===== src/rtl/uart_pkg.sv =====
// Shared UART definitions: receive FSM encoding, default oversampling and a
// constant-evaluable ceil(log2) helper.
package uart_pkg;

    typedef enum logic [1:0] {
        IDLE  = 2'd0,
        START = 2'd1,
        DATA  = 2'd2,
        STOP  = 2'd3
    } rx_state_e;

    localparam int unsigned OVERSAMPLE_DEF = 16;

    function automatic int unsigned clog2(input int unsigned value);
        int unsigned r = 0;
        int unsigned v = 1;
        while (v < value) begin
            v = v << 1;
            r++;
        end
        return r;
    endfunction

endpackage


===== src/rtl/uart_rx_fifo.sv =====
// First-word-fall-through FIFO with occupancy count; a push into a full FIFO
// is accepted only when a pop happens in the same cycle.
module uart_rx_fifo
    import uart_pkg::*;
#(
    parameter int unsigned BIT_WIDTH  = 8,
    parameter int unsigned FIFO_DEPTH = 4
) (
    input  logic                       clk,
    input  logic                       rst,
    input  logic                       push_i,
    input  logic [BIT_WIDTH-1:0]       push_data_i,
    input  logic                       pop_i,
    output logic [BIT_WIDTH-1:0]       rd_data_o,
    output logic                       full_o,
    output logic                       empty_o,
    output logic [clog2(FIFO_DEPTH):0] count_o
);
    localparam int unsigned PTR_W = clog2(FIFO_DEPTH);

    logic [BIT_WIDTH-1:0] mem_q [FIFO_DEPTH];
    logic [PTR_W-1:0]     wr_ptr_q, rd_ptr_q;
    logic [PTR_W:0]       count_q;
    logic                 wr_en, rd_en;

    assign full_o    = (count_q == (PTR_W + 1)'(FIFO_DEPTH));
    assign empty_o   = (count_q == '0);
    assign count_o   = count_q;
    assign rd_data_o = mem_q[rd_ptr_q];
    assign rd_en     = pop_i && !empty_o;
    assign wr_en     = push_i && (!full_o || rd_en);

    // Storage is cleared on reset so the head word reads 0 while empty.
    always_ff @(posedge clk or posedge rst) begin
        if (rst) begin
            for (int i = 0; i < int'(FIFO_DEPTH); i++) begin
                mem_q[i] <= '0;
            end
            wr_ptr_q <= '0;
            rd_ptr_q <= '0;
            count_q  <= '0;
        end else begin
            if (wr_en) begin
                mem_q[wr_ptr_q] <= push_data_i;
                wr_ptr_q        <= wr_ptr_q + 1'b1;
            end
            if (rd_en) begin
                rd_ptr_q <= rd_ptr_q + 1'b1;
            end
            case ({wr_en, rd_en})
                2'b10:   count_q <= count_q + 1'b1;
                2'b01:   count_q <= count_q - 1'b1;
                default: count_q <= count_q;
            endcase
        end
    end

endmodule


===== src/rtl/uart_rx_ctrl.sv =====
// UART receiver: synchroniser, oversampled tick generator, framing FSM and a
// receive FIFO with valid/ready delivery to the host.
module uart_rx_ctrl
    import uart_pkg::*;
#(
    parameter int unsigned BIT_WIDTH  = 8,
    parameter bit          START_BIT  = 1'b0,
    parameter int unsigned OVERSAMPLE = OVERSAMPLE_DEF,
    parameter int unsigned DIV_WIDTH  = 16,
    parameter int unsigned FIFO_DEPTH = 4
) (
    input  logic                       clk,
    input  logic                       rst,
    input  logic                       en,
    input  logic [DIV_WIDTH-1:0]       baud_div,
    input  logic                       rxd,
    input  logic                       clr_err,
    output logic [BIT_WIDTH-1:0]       rx_data,
    output logic                       rx_valid,
    input  logic                       rx_ready,
    output logic                       busy,
    output logic                       frame_err,
    output logic                       overrun,
    output logic [clog2(FIFO_DEPTH):0] fifo_count
);
    localparam int unsigned SCNT_W   = clog2(OVERSAMPLE);
    localparam int unsigned BCNT_W   = clog2(BIT_WIDTH);
    localparam int unsigned HALF     = OVERSAMPLE / 2;
    localparam logic        IDLE_LVL = ~START_BIT;

    rx_state_e            state_q, state_d;
    logic                 sync1_q, rxd_s, rxd_d_q;
    logic [DIV_WIDTH-1:0] div_q, div_d, tick_cnt_q, tick_cnt_d;
    logic [SCNT_W-1:0]    s_cnt_q, s_cnt_d;
    logic [BCNT_W-1:0]    bit_cnt_q, bit_cnt_d;
    logic [BIT_WIDTH-1:0] shift_q, shift_d;
    logic                 frame_err_q, overrun_q;
    logic                 tick, start_edge, push, pop, fifo_full, fifo_empty;
    logic                 frame_set, ovr_set;

    assign tick       = (state_q != IDLE) && (tick_cnt_q == div_q);
    assign start_edge = en && (rxd_d_q == IDLE_LVL) && (rxd_s == START_BIT);
    assign pop        = rx_valid && rx_ready;
    assign rx_valid   = !fifo_empty;
    assign busy       = (state_q != IDLE);
    assign frame_err  = frame_err_q;
    assign overrun    = overrun_q;

    always_comb begin
        state_d    = state_q;
        div_d      = div_q;
        tick_cnt_d = tick_cnt_q;
        s_cnt_d    = s_cnt_q;
        bit_cnt_d  = bit_cnt_q;
        shift_d    = shift_q;
        push       = 1'b0;
        frame_set  = 1'b0;
        ovr_set    = 1'b0;

        if (state_q != IDLE) begin
            tick_cnt_d = tick ? '0 : tick_cnt_q + 1'b1;
        end

        case (state_q)
            IDLE: begin
                tick_cnt_d = '0;
                s_cnt_d    = '0;
                bit_cnt_d  = '0;
                if (start_edge) begin
                    state_d = START;
                    div_d   = baud_div;
                end
            end
            // Re-check the line at mid start bit to reject glitches.
            START: if (tick) begin
                if (s_cnt_q == SCNT_W'(HALF - 1)) begin
                    s_cnt_d    = '0;
                    tick_cnt_d = '0;
                    state_d    = (rxd_s == START_BIT) ? DATA : IDLE;
                end else begin
                    s_cnt_d = s_cnt_q + 1'b1;
                end
            end
            DATA: if (tick) begin
                if (s_cnt_q == SCNT_W'(OVERSAMPLE - 1)) begin
                    s_cnt_d = '0;
                    shift_d = {rxd_s, shift_q[BIT_WIDTH-1:1]};
                    if (bit_cnt_q == BCNT_W'(BIT_WIDTH - 1)) begin
                        bit_cnt_d = '0;
                        state_d   = STOP;
                    end else begin
                        bit_cnt_d = bit_cnt_q + 1'b1;
                    end
                end else begin
                    s_cnt_d = s_cnt_q + 1'b1;
                end
            end
            STOP: if (tick) begin
                if (s_cnt_q == SCNT_W'(OVERSAMPLE - 1)) begin
                    s_cnt_d = '0;
                    state_d = IDLE;
                    if (rxd_s == START_BIT) begin
                        frame_set = 1'b1;
                    end else if (!fifo_full || pop) begin
                        push = 1'b1;
                    end else begin
                        ovr_set = 1'b1;
                    end
                end else begin
                    s_cnt_d = s_cnt_q + 1'b1;
                end
            end
            default: state_d = IDLE;
        endcase

        // Disabling the receiver abandons the frame silently.
        if ((state_q != IDLE) && !en) begin
            state_d    = IDLE;
            tick_cnt_d = '0;
            s_cnt_d    = '0;
            bit_cnt_d  = '0;
            push       = 1'b0;
            frame_set  = 1'b0;
            ovr_set    = 1'b0;
        end
    end

    always_ff @(posedge clk or posedge rst) begin
        if (rst) begin
            state_q     <= IDLE;
            sync1_q     <= IDLE_LVL;
            rxd_s       <= IDLE_LVL;
            rxd_d_q     <= IDLE_LVL;
            div_q       <= '0;
            tick_cnt_q  <= '0;
            s_cnt_q     <= '0;
            bit_cnt_q   <= '0;
            shift_q     <= '0;
            frame_err_q <= 1'b0;
            overrun_q   <= 1'b0;
        end else begin
            state_q     <= state_d;
            sync1_q     <= rxd;
            rxd_s       <= sync1_q;
            rxd_d_q     <= rxd_s;
            div_q       <= div_d;
            tick_cnt_q  <= tick_cnt_d;
            s_cnt_q     <= s_cnt_d;
            bit_cnt_q   <= bit_cnt_d;
            shift_q     <= shift_d;
            frame_err_q <= frame_set | (frame_err_q & ~clr_err);
            overrun_q   <= ovr_set | (overrun_q & ~clr_err);
        end
    end

    uart_rx_fifo #(
        .BIT_WIDTH  (BIT_WIDTH),
        .FIFO_DEPTH (FIFO_DEPTH)
    ) u_fifo (
        .clk         (clk),
        .rst         (rst),
        .push_i      (push),
        .push_data_i (shift_q),
        .pop_i       (pop),
        .rd_data_o   (rx_data),
        .full_o      (fifo_full),
        .empty_o     (fifo_empty),
        .count_o     (fifo_count)
    );

endmodule


===== config.mk =====
export PLATFORM = sky130hd
export DESIGN_NAME = uart_rx_ctrl
export DESIGN_NICKNAME = d
export VERILOG_FILES = /design/src/rtl/uart_pkg.sv /design/src/rtl/uart_rx_fifo.sv /design/src/rtl/uart_rx_ctrl.sv
export SDC_FILE = /design/constraint.sdc
export NUM_CORES = 1
export LEC_CHECK = 0
export ABC_AREA = 1
export CAP_MARGIN = 10
export CORE_ASPECT_RATIO = 0.5
export CORE_MARGIN = 3
export CORE_UTILIZATION = 50
export CTS_CLUSTER_SIZE = 16
export DETAILED_ROUTE_END_ITERATION = 8
export GPL_ROUTABILITY_DRIVEN = 0
export GPL_TIMING_DRIVEN = 0
export MAX_ROUTING_LAYER = met4
export PLACE_DENSITY_LB_ADDON = 0.25
export RECOVER_POWER = 25
export SYNTH_ARGS = -nofsm -noshare
export SYNTH_HDL_FRONTEND = slang
export SYNTH_HIERARCHICAL = 1
export SYNTH_SLANG_ARGS = --single-unit

===== constraint.sdc =====
create_clock -name clk -period 2.8 [get_ports clk]
set_input_delay 0.28 -clock clk [delete_from_list [all_inputs] [get_ports clk]]
set_output_delay 0.28 -clock clk [all_outputs]
set_load 0.03 [all_outputs]

After elaboration in Yosys (flattened, before gate mapping)

Cells that the tools add are included.

Logic and storage cells: 131
Bits in registers: 93
Input port bits: 22

Bitwise logic cells: 8
$add $sub $neg: 7
Magnitude comparators: 3
Equality and inequality tests: 19
Reductions and logical operators: 24
Multiplexer cells: 52

Operators by type and width:

| cell                                                     | number |
|---|---|
| 2-to-1 mux 16 bit                                        | 5 |
| bitwise mux 32 bit                                       | 1 |
| one-hot mux 16 bit (2 select lines)                      | 1 |
| 2-to-1 mux 8 bit                                         | 3 |
| inequality test 3 bit, second input constant             | 8 |
| 2-to-1 mux 2 bit                                         | 10 |
| 2-to-1 mux 4 bit                                         | 5 |
| 2-to-1 mux 1 bit                                         | 17 |
| adder 16 x 1 -> 16 bit, second input constant            | 1 |
| binary-select mux 8 bit (select 2 bit)                   | 1 |
| demux 8 bit (select 2 bit)                               | 1 |
| == test 16 bit                                           | 1 |
| 2-to-1 mux 3 bit                                         | 4 |
| one-hot mux 3 bit (2 select lines)                       | 2 |
| one-hot mux 4 bit (3 select lines)                       | 1 |
| logical AND 1 bit                                        | 8 |
| one-hot mux 2 bit (4 select lines)                       | 1 |
| AND reduction 8 bit                                      | 1 |
| adder 3 x 1 -> 3 bit, second input constant              | 2 |
| == test 2 bit, second input constant                     | 3 |
| == test 3 bit, second input constant                     | 2 |
| greater-or-equal comparator 3 bit, second input constant | 2 |
| NOT 2 -> 3 bit                                           | 2 |
| AND reduction 3 bit                                      | 2 |
| other kinds (19)                                         | 29 |

Longest topological paths before layout

Gate-level depths: netlist of run 1.

Depth in word-level cells: 13
Depth in mapped cells: 19
Depth with buffers taken out: 18

Modules after synthesis

Netlist of run 1, hierarchy kept.

By module, submodules not included:

| module       | area each (um^2) | times used | sequential area each (um^2) | cells an instance |
|---|---|---|---|---|
| uart_rx_ctrl | 2962.8           | 1          | 1355.0                      | 411 |
| uart_rx_fifo | 2019.4           | 1          | 975.9                       | 237 |

Worst setup path after synthesis of run 1

No wires, ideal clock.

Path kind: register -> register
Start point: reg s_cnt_q[0]
End point: reg u_fifo.count_q[1], in the netlist u_fifo/count_o[1]
Stages on the path, launching flop included: 13
Clock period less this slack: 2578 ps
Path slack: 222 ps
Required time: 2717 ps
Data arrival time: 2495 ps
Path buffers: 2
Path through: dfrtp_1 -> ha_1 -> nand3_1 -> nor2_1 -> clkbuf_1 -> nand4_1 -> nor2_1 -> buf_2 -> nand2_1 -> ha_1 -> inv_1 -> fa_1 -> o21ai_0

Longest elaborated chain between the ends: 8
Elaborated cells on any way between the ends: 10
Those cells by class: 3 x eq/ne; 5 x mux; 2 x reduce/logical

RTL lines:

| element                                                                         | line                | text |
|---|---|---|
| start, declared                                                                 | uart_rx_ctrl.sv:34  | `logic [SCNT_W-1:0] s_cnt_q, s_cnt_d;` |
| start signal, assigned                                                          | uart_rx_ctrl.sv:148 | `s_cnt_q <= s_cnt_d;` |
| == test 4 bit *                                                                 | uart_rx_ctrl.sv:99  | `if (s_cnt_q == SCNT_W'(OVERSAMPLE - 1)) begin` |
| 2-to-1 mux 1 bit *                                                              | uart_rx_ctrl.sv:99  |  |
| 2-to-1 mux 1 bit *                                                              | uart_rx_ctrl.sv:98  | `STOP: if (tick) begin` |
| 2-to-1 mux 1 bit *                                                              | uart_rx_ctrl.sv:64  | `case (state_q)` |
| 2-to-1 mux 1 bit *                                                              | uart_rx_ctrl.sv:117 | `if ((state_q != IDLE) && !en) begin` |
| net push                                                                        | uart_rx_ctrl.sv:38  | `logic tick, start_edge, push, pop, fifo_full, fifo_empty;` |
| logical AND 1 bit *                                                             | uart_rx_fifo.sv:31  | `assign wr_en = push_i && (!full_o \|\| rd_en);` |
| == test 2 x 1 -> 1 bit / == test 2 bit (equally long branches)                  | uart_rx_fifo.sv:50  | `case ({wr_en, rd_en})` |
| one-hot mux 3 bit (2 select lines) / nonzero test 2 bit (equally long branches) | --                  |  |
| end signal, assigned                                                            | uart_rx_fifo.sv:51  | `2'b10: count_q <= count_q + 1'b1;` |
| end signal, assigned                                                            | uart_rx_fifo.sv:52  | `2'b01: count_q <= count_q - 1'b1;` |
| end signal, assigned                                                            | uart_rx_fifo.sv:53  | `default: count_q <= count_q;` |
| end, declared                                                                   | uart_rx_fifo.sv:23  | `logic [PTR_W:0] count_q;` |

Mark *: on every way through the listed nets, which the timed path passes. The rest lies on a longest branch.
A chain may end at the register's enable or synchronous reset.

Worst setup path after layout of run 1

Start point: reg state_q[0]
End point: reg u_fifo.count_q[2], in the netlist u_fifo/count_o[2]

Longest elaborated chain between the ends: 8
Elaborated cells on any way between the ends: 12
Those cells by class: 3 x eq/ne; 4 x mux; 5 x reduce/logical

RTL lines:

| element                                                                         | line                                    | text |
|---|---|---|
| start, declared                                                                 | uart_rx_ctrl.sv:31                      | `rx_state_e state_q, state_d;` |
| start signal, assigned                                                          | uart_rx_ctrl.sv:142                     | `state_q <= state_d;` |
| nonzero test 2 bit                                                              | uart_rx_ctrl.sv:41, uart_rx_ctrl.sv:117 |  |
| logical AND 1 bit                                                               | uart_rx_ctrl.sv:41                      | `assign tick = (state_q != IDLE) && (tick_cnt_q == div_q);` |
| 2-to-1 mux 1 bit                                                                | uart_rx_ctrl.sv:98                      |  |
| 2-to-1 mux 1 bit                                                                | uart_rx_ctrl.sv:64                      |  |
| 2-to-1 mux 1 bit *                                                              | uart_rx_ctrl.sv:117                     |  |
| net push                                                                        | uart_rx_ctrl.sv:38                      |  |
| logical AND 1 bit *                                                             | uart_rx_fifo.sv:31                      |  |
| == test 2 x 1 -> 1 bit / == test 2 bit (equally long branches)                  | uart_rx_fifo.sv:50                      |  |
| one-hot mux 3 bit (2 select lines) / nonzero test 2 bit (equally long branches) | --                                      |  |

Marks and branches as above.

==> run summary, run 1 <==
Critical path capture point type = register
Seq/Total Area, Yosys = 46.8%
Filler instances = 897
Largest net degree at the start of global routing = 40
Die area = 0.0113 mm^2
Setup-failing EPs final = 0
Gate power share = 37.0%
Final nets = 732
Pint = 0.00308 W
Setup CP Type = reg2reg
Share of layout cells above drive strength 1 = 9.79%
Tmin final = 2.58 ns
Global-route wire length before repair = 19900 um
Slew Limit Fails = 0
Clock skew = 0.00718 ns
Clk pwr share = 28.8%
Commonest cells after routing, fill and taps aside = nand2_1 (203), dfrtp_1 (90), nor2_1 (77), inv_1 (69), nand4_1 (45)
Vert. Die Dim = 76.6 um
Vias in the first global route = 4180
Mapped cell area = 0.00498 mm^2
Placement Rows = 25
Reg power frac = 34.3%
DRC Markers = 0
Synth Warn # = 6
Net Count, Synth = 680
Sw Share = 36.4%
Commonest non-fill, non-tap cell in the layout = nand2_1
Vias per Instance = 5.18
Peak supply drop = 0.351 mV
CTS sink cnt = 93
Leak pwr = 3.03 nW
Hold Path Class = reg2reg
Post-synth EDFFs = 0
Initial DRC count = 275
Dpl cell area = 0.00553 mm^2
Avg Cell Area, Syn = 7.69 um^2
Die width = 147 um
Period utilisation layout = 92.1%
CTS Buf Count = 9
Relative slew slack = 39.9%
Core ar. = 0.00957 mm^2
Syn Inst Count = 648
Grt ovf = 0
Area growth syn-to-layout = 18.8%
Slew of the pin with the lowest slew margin = 0.900 ns
Gr usage total = 22.4%
Initial antenna violation count = 0
Worst-path clk slew = 0.06 ns
Worst path required time = 3.03 ns
Root Driver = clkbuf_16
Critical Path Source Type = register
Post-synth ARST share = 100%
CTS Buffer Depth = 2
Synth cell types = 34
Status = finished, final reports clean
Routed Wire Length = 11500 um
IO Pins = 37
Pwr Density = 819 mW/mm^2
Vias = 4350
Pre-antenna DRT Iters = 5
Post-DP HPWL = 8140 um
Max Clk Rate = 0.388 GHz
Net Switching = 0.00176 W
Port Buffers = 36
Max cap viols = 0
Main synth FF type = dfrtp_1
Starting Density = 52.1%
Final ANT Viol Nets = 0
Worst-skew pair later-pin latency = 0.35 ns
Design Area, Final = 0.00592 mm^2
Per-cell routed wire length = 13.7 um
Final Hold Fails = 0
CP Max Fanout = 10
CTS Hold Buffers Added = 0
Seq cells post-synth = 93
CTS tree = built
ANT cells = 0
Htree depth = 3
Pwr Total = 0.00485 W
Crit path DAT = 2.81 ns
power groups by stage:
stage / Clock [W] / Combinational, W / Sequential, W
final: 0.00139 / 0.00179 / 0.00166
after global routing: 0.00149 / 0.00201 / 0.00169
after CTS: 0.00142 / 0.00179 / 0.00166
after detailed placement: 0 / 0.00178 / 0.00169
after global placement: 0 / 0.00174 / 0.00168
after floorplan: 0 / 0.00122 / 0.00170
final cells by class:
class	count	area [um^2]	area share, %
plain buffers	25	169	2.85
clock buffers	10	229	3.87
clock inverters	6	111	1.88
inverters	72	270	4.57
multi-input cells	458	2240	37.9
flip-flops and latches	93	2330	39.4
well taps	135	169	2.85
repair buffers	41	395	6.68
registers in the layout (all words and copies together) (netlist names), 3 cells and up:
name and count:
bit_cnt_q 3, div_q 16, tick_cnt_q 16, u_fifo/mem_q 32, shift_q 8, s_cnt_q 4
u_fifo/count_o 3
cells by family after synthesis:
family / synth area share (%)
flops: 46.8
buf+inv: 8.61
mux: 0.226
simple gates: 33.9
xor+xnor: 1.93
fa+ha+maj: 2.66
compound gates: 5.93
final timing paths:
check / slack, ns / to / cells after the start / start
worst max-delay path: 0.22 / u_fifo/count_o[2] / 13 / state_q[0]
worst min-delay path: 0.36 / rxd_s / 0 / sync1_q
worst max register to register: 0.22 / u_fifo/count_o[2] / 13 / state_q[0]
worst min register to register: 0.36 / rxd_s / 0 / sync1_q
max in group asynchronous: 0.87 / div_q[12] / 3 / rst
min in group asynchronous: 0.57 / u_fifo/mem_q[30] / 2 / rst
Yosys cell counts (5+ instances only):
cell type,n,area (um^2)
buf_2,10,50.1
nand4_1,45,282
buf_6,5,56.3
nand2_1,204,766
xor2_1,6,52.6
dfrtp_1,90,2250
nand3_1,25,125
ha_1,9,113
nor3_1,9,45.0
nor2_1,80,300
o21ai_0,20,100
xnor2_1,5,43.8
o22ai_1,9,56.3
a21oi_1,21,105
inv_1,70,263
clkbuf_1,6,22.5
what timing repair did:
action	CTS	global route
buffers inserted	0	4
pin swaps	0	2
endpoints found under the setup margin	2	2
resized for setup	4	9
gates cloned	0	0
critical path: stages (launching register included):
cell and delay, ns:
dfrtp_1 0.45, nor2_1 0.40, nor2_2 0.07, buf_4 0.18
nand4_1 0.11, nor2_2 0.06, buf_6 0.12, nand2_1 0.12
ha_1 0.19, inv_1 0.07, fa_1 0.38, nand2_1 0.08
nand3b_1 0.09, xor2_1 0.14
through the flow:
step	worst slack, ns	setup TNS, ns	utilization [%]	hold WS (ns)	cells
2_1_floorplan	0.222	0	-	0.284	648
3_3_place_gp	-0.103	-0.197	57.6	0.346	819
3_5_place_dp	-0.210	-0.364	57.8	0.348	820
4_1_cts	0.0359	0	61.4	0.330	836
5_1_grt	-0.0290	-0.0290	61.8	0.369	840
6_report	0.221	0	61.8	0.361	840
metal layers:
| layer | track usage (%) | vias up | part of all wire (%) |
|---|---|---|---|
| li1 | - | 2184 | - |
| met1 | 29.2 | 2069 | 47 |
| met2 | 35.8 | 83 | 47 |
| met3 | 4.87 | 14 | 4.6 |
| met4 | 6.41 | 0 | 1.2 |
| met5 | - | - | 0 |
(Power assumes the default switching activity.)
==> run 2: changes to the inputs <==
--- a/config.mk
+++ b/config.mk
@@ -6,10 +6,12 @@
 export NUM_CORES = 1
 export LEC_CHECK = 0
 export ABC_AREA = 1
+export ABC_CLOCK_PERIOD_IN_PS = 2800
 export CAP_MARGIN = 10
 export CORE_ASPECT_RATIO = 0.5
 export CORE_MARGIN = 3
 export CORE_UTILIZATION = 50
+export CTS_CLUSTER_DIAMETER = 60
 export CTS_CLUSTER_SIZE = 16
 export DETAILED_ROUTE_END_ITERATION = 8
 export GPL_ROUTABILITY_DRIVEN = 0
==> results of run 2 <==
Final layout, timing and power as in run 1 (identical DEF).
==> run 3: changes to the inputs <==
--- a/config.mk
+++ b/config.mk
@@ -6,7 +6,6 @@
 export NUM_CORES = 1
 export LEC_CHECK = 0
 export ABC_AREA = 1
-export ABC_CLOCK_PERIOD_IN_PS = 2800
 export CAP_MARGIN = 10
 export CORE_ASPECT_RATIO = 0.5
 export CORE_MARGIN = 3
@@ -14,6 +13,7 @@
 export CTS_CLUSTER_DIAMETER = 60
 export CTS_CLUSTER_SIZE = 16
 export DETAILED_ROUTE_END_ITERATION = 8
+export DONT_BUFFER_PORTS = 1
 export GPL_ROUTABILITY_DRIVEN = 0
 export GPL_TIMING_DRIVEN = 0
 export MAX_ROUTING_LAYER = met4
==> constraint.sdc (replaced) <==
create_clock -name clk -period 2.5 [get_ports clk]
set_input_delay 0.25 -clock clk [delete_from_list [all_inputs] [get_ports clk]]
set_output_delay 0.25 -clock clk [all_outputs]
set_load 0.03 [all_outputs]
==> run summary, run 3 (synthesis results as in run 1) <==
Worst-path clk slew = 0.07 ns
Vias in the first global route = 4265
Number of flip-flops in the largest register = 32
Max Clk Rate = 0.420 GHz
Cells after DPL = 784
Post-DP HPWL = 7950 um
Regs by FF count = u_fifo/mem_q: 32 flops, div_q: 16 flops, tick_cnt_q: 16 flops
Slew Limit Fails = 0
Pre-antenna DRT Iters = 7
Leak pwr = 3.01 nW
Critical Path Start = tick_cnt_q[10]
Commonest cells after routing, fill and taps aside = nand2_1 (200), dfrtp_1 (84), nor2_1 (73), inv_1 (63), nand4_1 (45)
Gate power share = 35.4%
ANT cells = 0
Critical Path Source Type = register
Hold WS = 0.0513 ns
Setup CP Type = reg2reg
Slew of the pin with the lowest slew margin = 0.991 ns
Starting Density = 52.1%
Root Driver = clkbuf_16
Placement Rows = 25
Reg power frac = 36.8%
DRC Markers = 0
Top Usage Layer GRT = met2
Die area = 0.0113 mm^2
Setup-failing EPs final = 0
Initial antenna violation count = 0
Final ANT Viol Nets = 0
GR Util met1 = 29.2%
Max cap viols = 0
Pwr Density = 907 mW/mm^2
Max incr delay on CP = 0.46 ns
Relative slew slack = 34.0%
Worst-skew pair later-pin latency = 0.35 ns
Clock skew = 0.0101 ns
Period utilisation layout = 95.2%
Core ar. = 0.00957 mm^2
Grt ovf = 0
Vias = 4265
Tmin final = 2.38 ns
Vias per Instance = 5.16
Met2 capacity usage during global routing = 35.5%
Sw Share = 38.6%
Crit path DAT = 2.65 ns
Largest Register = u_fifo/mem_q
Worst path required time = 2.77 ns
Clk pwr share = 27.8%
Crit path cell chain = xnor2_2 -> nand2_2 -> nor2_4 -> nand2_2 -> nor2_4 -> nand4_1 -> nor2_2 -> buf_6 -> nand2_2 -> ha_4 -> inv_2 -> fa_2 -> o21ai_2
Htree depth = 3
Top delay family on crit path = simple AND/OR/NAND/NOR gates
Initial DRC count = 307
Met3 usage = 4.87%
IO Pins = 37
Per-cell routed wire length = 14.3 um
Area growth syn-to-layout = 16.8%
CTS tree = built
Gr usage total = 22.6%
Net Switching = 0.00203 W
Share of layout cells above drive strength 1 = 16.2%
Crit path top cell by count = nand2_2
CTS sink cnt = 93
Global-route wire length before repair = 20200 um
Commonest non-fill, non-tap cell in the layout = nand2_1
Worst path buffer plus inverter count = 2
Final nets = 719
Final Hold Fails = 0
Die width = 147 um
Pint = 0.00324 W
Largest net degree at the start of global routing = 40
CTS Buffer Depth = 2
HP Start = baud_div[11]
Critical path capture point type = register
Port Buffers = 0
Peak supply drop = 0.408 mV
Status = finished, final reports clean
Final non-filler cell total = 826
Hold Path Class = in2reg
Worst R2R Start = tick_cnt_q[10]
CP Max Fanout = 5
CTS Buf Count = 9
Crit-path slowest cell = dfrtp_2
Routed Wire Length = 11800 um
Vert. Die Dim = 76.6 um
[run 3: cell count changes in the layout (fill, tap and decap cells not counted), moves of 4 or more]
| cell | change |
|---|---|
| clkdlybuf4s50_1 | -34 |
| buf_4 | +20 |
| dfrtp_1 | -6 |
| dfrtp_2 | +6 |
| inv_1 | -6 |
| inv_2 | +6 |
| nor2_1 | -4 |
| nor2_4 | +4 |
[run 3: worst paths after layout]
path,end,slack [ns],depth (start not counted)
worst max-delay path,u_fifo/count_o[1],0.12,13
min in group asynchronous,shift_q[6],0.47,2
max in group asynchronous,tick_cnt_q[15],0.60,3
worst min-delay path,div_q[11],0.05,2
worst min register to register,rxd_s,0.36,0
worst max register to register,u_fifo/count_o[1],0.12,13
[run 3: power by group through the flow]
stage / clock network (W) / registers [W] / logic (W)
after global routing: 0.00156 / 0.00198 / 0.00211
after floorplan: 0 / 0.00191 / 0.00137
after CTS: 0.00150 / 0.00193 / 0.00172
after global placement: 0 / 0.00194 / 0.00164
after detailed placement: 0 / 0.00195 / 0.00168
final: 0.00146 / 0.00194 / 0.00187
[run 3: layer usage]
layer / up-vias / wire [um]
met3: 31 / 608
met5: - / 0
met4: 0 / 269
met2: 119 / 5530
li1: 2149 / -
met1: 1966 / 5440
[run 3: area by class of cell]
class / instances / area (um^2)
clock inverters: 4 / 72.6
well taps: 135 / 169
fillers: 846 / 3750
repair buffers: 28 / 213
multi-input cells: 458 / 2330
plain buffers: 25 / 179
flip-flops and latches: 93 / 2340
clock buffers: 11 / 243
inverters: 72 / 270
[run 3: timing repair]
action                                  in CTS  in global routing
gates cloned                                 0                  0
gates resized for setup                     16                 29
pin swaps                                    5                 11
endpoints found under the setup margin       3                  2
hold buffers                                 2                  0
setup buffers                               11                 14
hold endpoints to repair                    52                  0
[run 3: metrics by stage]
stage	cell area (um^2)	power, W	utilization, %	TNS [ns]	setup slack, ns
6_report	5820	0.00528	60.8	0	0.120
5_1_grt	5820	0.00565	60.8	-0.0961	-0.0481
2_1_floorplan	4980	0.00328	-	0	0.0236
3_3_place_gp	5150	0.00358	53.8	-0.599	-0.306
4_1_cts	5630	0.00515	58.9	0	0.00822
3_5_place_dp	5170	0.00363	54.0	-0.761	-0.368
[run 3: worst reg2reg max path, cell delays in order, from the launching register on]
cell	delay [ns]
dfrtp_2	0.46
xnor2_2	0.17
nand2_2	0.11
nor2_4	0.12
nand2_2	0.07
nor2_4	0.13
nand4_1	0.10
nor2_2	0.15
buf_6	0.12
nand2_2	0.08
ha_4	0.17
inv_2	0.06
fa_2	0.43
o21ai_2	0.13
